### src/rtl/word_board_if.sv
// Pad-side signals of the word_board: four data switches, two buttons, serial out.
// The board logic takes the slave view; a pad ring or bench drives the master view.
interface word_board_if;
  logic sw1;
  logic sw2;
  logic sw3;
  logic sw4;
  logic btn_write;
  logic btn_auto;
  logic out;

  modport master (
    output sw1, sw2, sw3, sw4, btn_write, btn_auto,
    input  out
  );

  modport slave (
    input  sw1, sw2, sw3, sw4, btn_write, btn_auto,
    output out
  );
endinterface

### src/rtl/word_board.sv
// Switch-entry nibble buffer: debounced write/auto buttons, 8-deep circular store,
// and a 10-bit UART-style serial transmitter (start, 4 data LSB first, 3 pad, 2 stop).
module word_board #(
  parameter int DEBOUNCE_CYCLES = 50000,
  parameter int BIT_CYCLES      = 434,
  parameter int DEPTH           = 8
) (
  input  logic         sysclk,
  input  logic         rst_n,
  word_board_if.slave  bus
);

  localparam int PTR_W = $clog2(DEPTH);
  localparam int CNT_W = PTR_W + 1;
  localparam int DB_W  = $clog2(DEBOUNCE_CYCLES + 1);
  localparam int BT_W  = $clog2(BIT_CYCLES + 1);
  localparam logic [DB_W-1:0] DB_LAST = DB_W'(DEBOUNCE_CYCLES - 1);
  localparam logic [BT_W-1:0] BT_LAST = BT_W'(BIT_CYCLES - 1);
  localparam int B_WR = 0;
  localparam int B_AU = 1;

  typedef enum logic [2:0] {
    S_IDLE,
    S_START,
    S_DATA,
    S_PAD,
    S_STOP
  } state_t;

  logic [3:0]      r_sw_s1;
  logic [3:0]      r_sw_s2;
  logic [1:0]      r_btn_s1;
  logic [1:0]      r_btn_s2;
  logic [1:0]      r_btn_db;
  logic [1:0]      r_press;
  logic [DB_W-1:0] r_db_cnt [2];

  logic [3:0]       r_buf [DEPTH];
  logic [PTR_W-1:0] r_wr_ptr;
  logic [CNT_W-1:0] r_count;
  logic [PTR_W-1:0] r_rd_off;
  logic             r_auto;
  logic             r_pending;
  logic [3:0]       r_pend_nib;
  logic [3:0]       r_tx_nib;

  state_t          r_state;
  state_t          w_state_nxt;
  logic [BT_W-1:0] r_bit_cnt;
  logic [1:0]      r_bit_idx;
  logic            w_bit_end;
  logic            w_start;
  logic            w_out;

  logic [PTR_W-1:0] w_rd_addr;
  logic             w_off_wrap;

  // Synchronizers and per-button debounce; a press pulse fires on the accepted 0->1 flip only.
  always_ff @(posedge sysclk or negedge rst_n) begin
    if (!rst_n) begin
      r_sw_s1  <= '0;
      r_sw_s2  <= '0;
      r_btn_s1 <= '0;
      r_btn_s2 <= '0;
      r_btn_db <= '0;
      r_press  <= '0;
      for (int b = 0; b < 2; b++) r_db_cnt[b] <= '0;
    end else begin
      r_sw_s1  <= {bus.sw4, bus.sw3, bus.sw2, bus.sw1};
      r_sw_s2  <= r_sw_s1;
      r_btn_s1 <= {bus.btn_auto, bus.btn_write};
      r_btn_s2 <= r_btn_s1;
      for (int b = 0; b < 2; b++) begin
        r_press[b] <= 1'b0;
        if (r_btn_s2[b] != r_btn_db[b]) begin
          if (r_db_cnt[b] == DB_LAST) begin
            r_btn_db[b] <= r_btn_s2[b];
            r_db_cnt[b] <= '0;
            r_press[b]  <= r_btn_s2[b];
          end else begin
            r_db_cnt[b] <= r_db_cnt[b] + DB_W'(1);
          end
        end else begin
          r_db_cnt[b] <= '0;
        end
      end
    end
  end

  // Replay offset is relative to the oldest entry, so it stays valid while the window slides.
  assign w_rd_addr  = r_wr_ptr - r_count[PTR_W-1:0] + r_rd_off;
  assign w_off_wrap = (CNT_W'(r_rd_off) + CNT_W'(1)) >= r_count;

  always_ff @(posedge sysclk or negedge rst_n) begin
    if (!rst_n) begin
      for (int i = 0; i < DEPTH; i++) r_buf[i] <= '0;
      r_wr_ptr   <= '0;
      r_count    <= '0;
      r_rd_off   <= '0;
      r_auto     <= 1'b0;
      r_pending  <= 1'b0;
      r_pend_nib <= '0;
      r_tx_nib   <= '0;
    end else begin
      if (w_start) begin
        r_tx_nib <= r_auto ? r_buf[w_rd_addr] : r_pend_nib;
        if (r_auto) r_rd_off <= w_off_wrap ? '0 : r_rd_off + PTR_W'(1);
        else        r_pending <= 1'b0;
      end
      // Ordering matters: write after frame start so a new nibble re-arms pending,
      // and the auto toggle last so it wins over both.
      if (r_press[B_WR]) begin
        r_buf[r_wr_ptr] <= r_sw_s2;
        r_wr_ptr        <= r_wr_ptr + PTR_W'(1);
        if (r_count != CNT_W'(DEPTH)) r_count <= r_count + CNT_W'(1);
        if (!r_auto) begin
          r_pending  <= 1'b1;
          r_pend_nib <= r_sw_s2;
        end
      end
      if (r_press[B_AU]) begin
        r_auto    <= ~r_auto;
        r_pending <= 1'b0;
        r_rd_off  <= '0;
      end
    end
  end

  always_ff @(posedge sysclk or negedge rst_n) begin
    if (!rst_n) r_state <= S_IDLE;
    else        r_state <= w_state_nxt;
  end

  assign w_bit_end = (r_bit_cnt == BT_LAST);

  always_ff @(posedge sysclk or negedge rst_n) begin
    if (!rst_n) begin
      r_bit_cnt <= '0;
      r_bit_idx <= '0;
    end else if (r_state == S_IDLE) begin
      r_bit_cnt <= '0;
      r_bit_idx <= '0;
    end else if (w_bit_end) begin
      r_bit_cnt <= '0;
      r_bit_idx <= (w_state_nxt != r_state) ? 2'd0 : r_bit_idx + 2'd1;
    end else begin
      r_bit_cnt <= r_bit_cnt + BT_W'(1);
    end
  end

  always_comb begin
    w_state_nxt = r_state;
    w_start     = 1'b0;
    w_out       = 1'b1;
    unique case (r_state)
      S_IDLE: begin
        if (r_pending || (r_auto && r_count != '0)) begin
          w_state_nxt = S_START;
          w_start     = 1'b1;
        end
      end
      S_START: begin
        w_out = 1'b0;
        if (w_bit_end) w_state_nxt = S_DATA;
      end
      S_DATA: begin
        w_out = r_tx_nib[r_bit_idx];
        if (w_bit_end && r_bit_idx == 2'd3) w_state_nxt = S_PAD;
      end
      S_PAD: begin
        w_out = 1'b0;
        if (w_bit_end && r_bit_idx == 2'd2) w_state_nxt = S_STOP;
      end
      S_STOP: begin
        w_out = 1'b1;
        if (w_bit_end && r_bit_idx == 2'd1) w_state_nxt = S_IDLE;
      end
      default: w_state_nxt = S_IDLE;
    endcase
  end

  assign bus.out = w_out;

endmodule

### src/flat_wrapper.sv
// flat-port wrapper written by rule: the top's interface ports become plain ports
module word_board_flat 
#(
  parameter int DEBOUNCE_CYCLES = 50000,
  parameter int BIT_CYCLES      = 434,
  parameter int DEPTH           = 8
)
  (sysclk, rst_n, bus_sw1, bus_sw2, bus_sw3, bus_sw4, bus_btn_write, bus_btn_auto, bus_out);
  word_board_if bus_i ();
  input  logic sysclk;
  input  logic rst_n;
  input wire logic [$bits(bus_i.sw1)-1:0] bus_sw1;
  input wire logic [$bits(bus_i.sw2)-1:0] bus_sw2;
  input wire logic [$bits(bus_i.sw3)-1:0] bus_sw3;
  input wire logic [$bits(bus_i.sw4)-1:0] bus_sw4;
  input wire logic [$bits(bus_i.btn_write)-1:0] bus_btn_write;
  input wire logic [$bits(bus_i.btn_auto)-1:0] bus_btn_auto;
  output wire logic [$bits(bus_i.out)-1:0] bus_out;
  assign bus_i.sw1 = bus_sw1;
  assign bus_i.sw2 = bus_sw2;
  assign bus_i.sw3 = bus_sw3;
  assign bus_i.sw4 = bus_sw4;
  assign bus_i.btn_write = bus_btn_write;
  assign bus_i.btn_auto = bus_btn_auto;
  assign bus_out = bus_i.out;
  word_board #(.DEBOUNCE_CYCLES(DEBOUNCE_CYCLES), .BIT_CYCLES(BIT_CYCLES), .DEPTH(DEPTH)) u_core (.sysclk(sysclk), .rst_n(rst_n), .bus(bus_i));
endmodule
### config.mk
export PLATFORM = sky130hd
export DESIGN_NAME = word_board_flat
export DESIGN_NICKNAME = d
export VERILOG_FILES = /design/src/rtl/word_board_if.sv /design/src/rtl/word_board.sv /design/src/flat_wrapper.sv
export SDC_FILE = /design/constraint.sdc
export NUM_CORES = 1
export LEC_CHECK = 0
export CORE_ASPECT_RATIO = 0.6
export CORE_MARGIN = 2
export CORE_UTILIZATION = 34
export CTS_BUF_LIST = sky130_fd_sc_hd__clkbuf_4 sky130_fd_sc_hd__clkbuf_8
export CTS_CLUSTER_SIZE = 8
export DETAILED_ROUTE_END_ITERATION = 8
export SYNTH_ARGS = -nofsm -noshare
export SYNTH_HDL_FRONTEND = slang
export SYNTH_SLANG_ARGS = --single-unit
### constraint.sdc
create_clock -name sysclk -period 3.2 [get_ports sysclk]
set_input_delay 0.96 -clock sysclk [delete_from_list [all_inputs] [get_ports sysclk]]
set_output_delay 0.96 -clock sysclk [all_outputs]
set_load 0.03 [all_outputs]
==> results by group <==
Floorplan
  – Core area: 0.01533 sq mm
  – Total die area: 0.01667 sq mm
  – Num ports: 9
  – Initial cell density of the core: 34.66%
  – DIE HEIGHT: 100.8 um
  – Rows: 35
  – Die Wd: 165.4 um

Yosys
  – Share of synthesized area occupied by flip-flops and latches: 53.70%
  – Number of distinct standard cells referenced by the synthesized netlist: 44
  – Cells after Synth: 450
  – Synth Cell Area: 0.005313 sq mm
  – Ys Warns: 0
  – Largest area contributor in the synthesized netlist: dfrtp_1
  – Simple-gate area share of the yosys netlist: 13.99%
  – Adder and majority cell fraction of the synthesized area: 4.757%
  – Primary FF master, synth: dfrtp_1
  – EDFF count, synth: 0
  – Xor/xnor share of the synthesized area: 7.584%
  – Synthesized area per cell: 11.81 sq um
  – Synth Net Count: 477
  – Fraction of the mapped netlist area in compound gates: 3.132%
  – Ranking of synthesized cells by area: dfrtp_1, mux2_2, xnor2_1
  – Proportion of synthesized area in mux cells: 14.06%
  – Largest family of logic cells by synthesized area: multiplexers
  – Synth Register Bits: 114
  – Fraction of registers with async set/reset: 100.0%
  – Yosys top cell area share: 53.70%

Timing
  – Minimum hold slack: 0.3513 ns
  – Final slew viol count: 0
  – Worst max-slew margin expressed relative to the limit: 42.99%
  – Clock skew after layout: 0.01314 ns
  – Shortest clock period the worst path allows after layout: 2.796 ns
  – Aggregate negative setup slack: 0 ns
  – Setup violators final: 0
  – Setup repair after global routing missed its margin: no
  – Number of hold violations in the final report: 0
  – Slew @ Worst Pin: 0.8473 ns
  – Achievable clock frequency: 0.3577 GHz
  – Final Cycle Share: 87.37%

Power and ir drop
  – Peak ir drop on the vdd network: 171.3 uV
  – Pwr per Cell Area: 457.7 mW/mm^2
  – Standby leakage power: 2.692 nW
  – Sum of internal, switching and leakage power: 2.731 mW

Setup path
  – R2r startpoint: u_core.r_wr_ptr[0]$_DFFE_PN0P_
  – Worst reg2reg setup slack: 0.47 ns
  – Total buffers and inverters traversed by the critical path: 1
  – Critical path data required time: 2.24 ns
  – Crit path arrival time: 1.84 ns
  – Critical path type: reg -> out
  – CP max-delay cell: mux4_2
  – Largest stage delay, worst path: 0.54 ns
  – Worst R2R Path Depth: 10
  – Capture instance of the worst register-to-register path: u_core.r_tx_nib[0]$_DFFE_PN0P_
  – Startpoint type of the worst setup path: flip-flop
  – Critical Path End Type: primary output
  – Chain of cells forming the critical path: mux4_2 > nor2b_1 > o21ai_0 > dlymetal6s2s_1
  – Family with the most delay on the worst path: multiplexers
  – Maximum fanout encountered on the critical timing path: 4

Clock network
  – TritonCTS sink count: 114
  – Cts repair resizes: 0
  – Clock transition at the registers of the reported paths: 0.08 ns
  – Post-CTS Setup Bufs: 0
  – Cell at the root of the clock tree: clkbuf_8
  – Source-to-sink clock delay at the later pin of the worst-skew pair: 0.43 ns
  – Bufs on Longest Clock Path: 2
  – Post-CTS Hold Fix Bufs: 0
  – TritonCTS clock tree: yes
  – Count of H-tree levels built during CTS: 4
  – Total CTS buffers: 17

Job
  – Number of violations of the max-capacitance limit: 0

Run status
  – Status: finished, final reports clean

Layout
  – Leading cell types in the layout, fill and taps excluded: dfrtp_1, nor2_1, mux2_2
  – Most common cell after layout, fill and taps aside: dfrtp_1
  – N_diodes: 0
  – Number of nets in the final layout: 496
  – Share of cells above drive strength 1: 18.54%
  – Growth of design area from synthesis to finish: 12.29%

Hold path
  – Type of the most critical hold path: reg -> reg
  – Depth of the worst hold-timing path: 0
  – Source of the worst hold timing path: u_core.r_sw_s1[1]$_DFF_PN0_
  – Hold-critical path endpoint: u_core.r_sw_s2[1]$_DFF_PN0_

Drt
  – Vias post-DR: 3210
  – Initial detailed-routing violation count: 185
  – Drt drc: 0
  – Drt pass-1 iters: 4
  – Drt via density: 4.700
  – Residual antenna-violating net count after detailed routing: 0
  – Wire length after detailed routing: 9456 um
  – Average wire length per cell after detail routing: 13.84 um

Global route
  – GRT Total Usage: 12.65%
  – Global-route wire length before repair: 16350 um
  – Vias in the first global route: 3189
  – Total overflow reported by the global router: 0
  – Maximum number of pins on one net before global-route repair: 47
  – Antenna violations before repair: 0

Placed design
  – GPL Wtd Cong: 0.7566
  – Buffers on Ports: 8
  – Final HPWL from detailed placement: 6537 um
==> cell usage after synthesis, types with 5 or more instances <==
master	count
inv_1	24
ha_1	17
mux2i_1	9
o21ai_0	10
xor2_1	17
nor2b_1	7
mux4_2	9
dfrtp_1	114
nand4_1	9
nand2_1	22
a21oi_1	6
xnor2_1	29
nor3_1	12
nor2_1	51
mux2_2	39
nand2b_1	5
clkbuf_1	7
nand3_1	19
nor4_1	6
==> kinds of logic (layout without fill, tap and decap cells) <==
family / Yosys count / after routing
and+or+nand+nor: 150 / 150
AOI/OAI and AO/OA: 27 / 27
muxes: 58 / 58
buffers and inverters: 36 / 66
adders and majority gates: 19 / 19
xor gates and xnor gates: 46 / 46
DFF: 114 / 114
==> final cells by class <==
class / instances / area, sq um
Tap cell: 203 / 254.0
Multi-Input combinational cell: 300 / 2312
Clock buffer: 19 / 255.2
Fill cell: 1468 / 9361
Clock inverter: 11 / 91.34
Inverter: 24 / 90.09
Timing Repair Buffer: 12 / 110.1
Sequential cell: 114 / 2853
==> per-layer routing <==
layer  vias up  wire length [um]  track usage, %
li1       1597                 -               -
met1      1567              5337           19.28
met2        34              3708           16.86
met3        12               268           3.661
met4         0               141           4.576
met5         -                 0               0
==> worst register-to-register path, delay by kind of cell, from the launching register on <==
family | cells | cell delay, ns
AO/OA/AOI/OAI | 1 | 0.08
XOR/XNOR | 3 | 0.75
multiplexers | 1 | 0.25
flip-flops | 1 | 0.49
buffers and inverters | 2 | 0.17
adder cells (fa/ha/maj) | 3 | 0.85
==> stage by stage <==
stage | cells | instance area (sq um) | utilization, % | worst slack (ns)
detailed placement | 653 | 5617 | 36.64 | 0.4610
finish | 683 | 5966 | 38.92 | 0.4043
global route | 683 | 5966 | 38.92 | 0.2738
CTS | 683 | 5963 | 38.91 | 0.002863
global placement | 653 | 5617 | 36.64 | 0.4958
floorplan | 450 | 5313 | - | 0.6120
==> worst max-delay path by stage <==
stage,startpoint,endpoint,slack (ns),depth (start not counted)
floorplan,u_core.r_wr_ptr[0]$_DFFE_PN0P_,u_core.r_tx_nib[0]$_DFFE_PN0P_,0.61,11
global placement,u_core.r_bit_idx[0]$_DFFE_PN0P_,bus_out,0.50,4
detailed placement,u_core.r_rd_off[1]$_DFFE_PN0P_,u_core.r_tx_nib[0]$_DFFE_PN0P_,0.46,9
CTS,u_core.r_bit_idx[0]$_DFFE_PN0P_,bus_out,0.003,4
global route,u_core.r_wr_ptr[0]$_DFFE_PN0P_,u_core.r_tx_nib[1]$_DFFE_PN0P_,0.27,10
finish,u_core.r_bit_idx[0]$_DFFE_PN0P_,bus_out,0.40,4
==> power breakdown <==
part	switching (mW)	internal [mW]
clock network	0.581	0.624
logic	0.0392	0.0177
registers	0.0138	1.45
total	0.634	2.10
==> state kept, by name, indices dropped and copies added (netlist names) <==
signal             count
u_core.r_buf          32
u_core.r_db_cnt       32
u_core.r_bit_cnt       9
u_core.r_count         4
u_core.r_pend_nib      4
u_core.r_sw_s1         4
u_core.r_sw_s2         4
u_core.r_tx_nib        4
u_core.r_rd_off        3
u_core.r_state         3
u_core.r_wr_ptr        3
u_core.r_bit_idx       2
u_core.r_btn_db        2
u_core.r_btn_s1        2
u_core.r_btn_s2        2
u_core.r_press         2
u_core.r_auto          1
u_core.r_pending       1
Note: power is estimated with default switching activity, not from simulation.
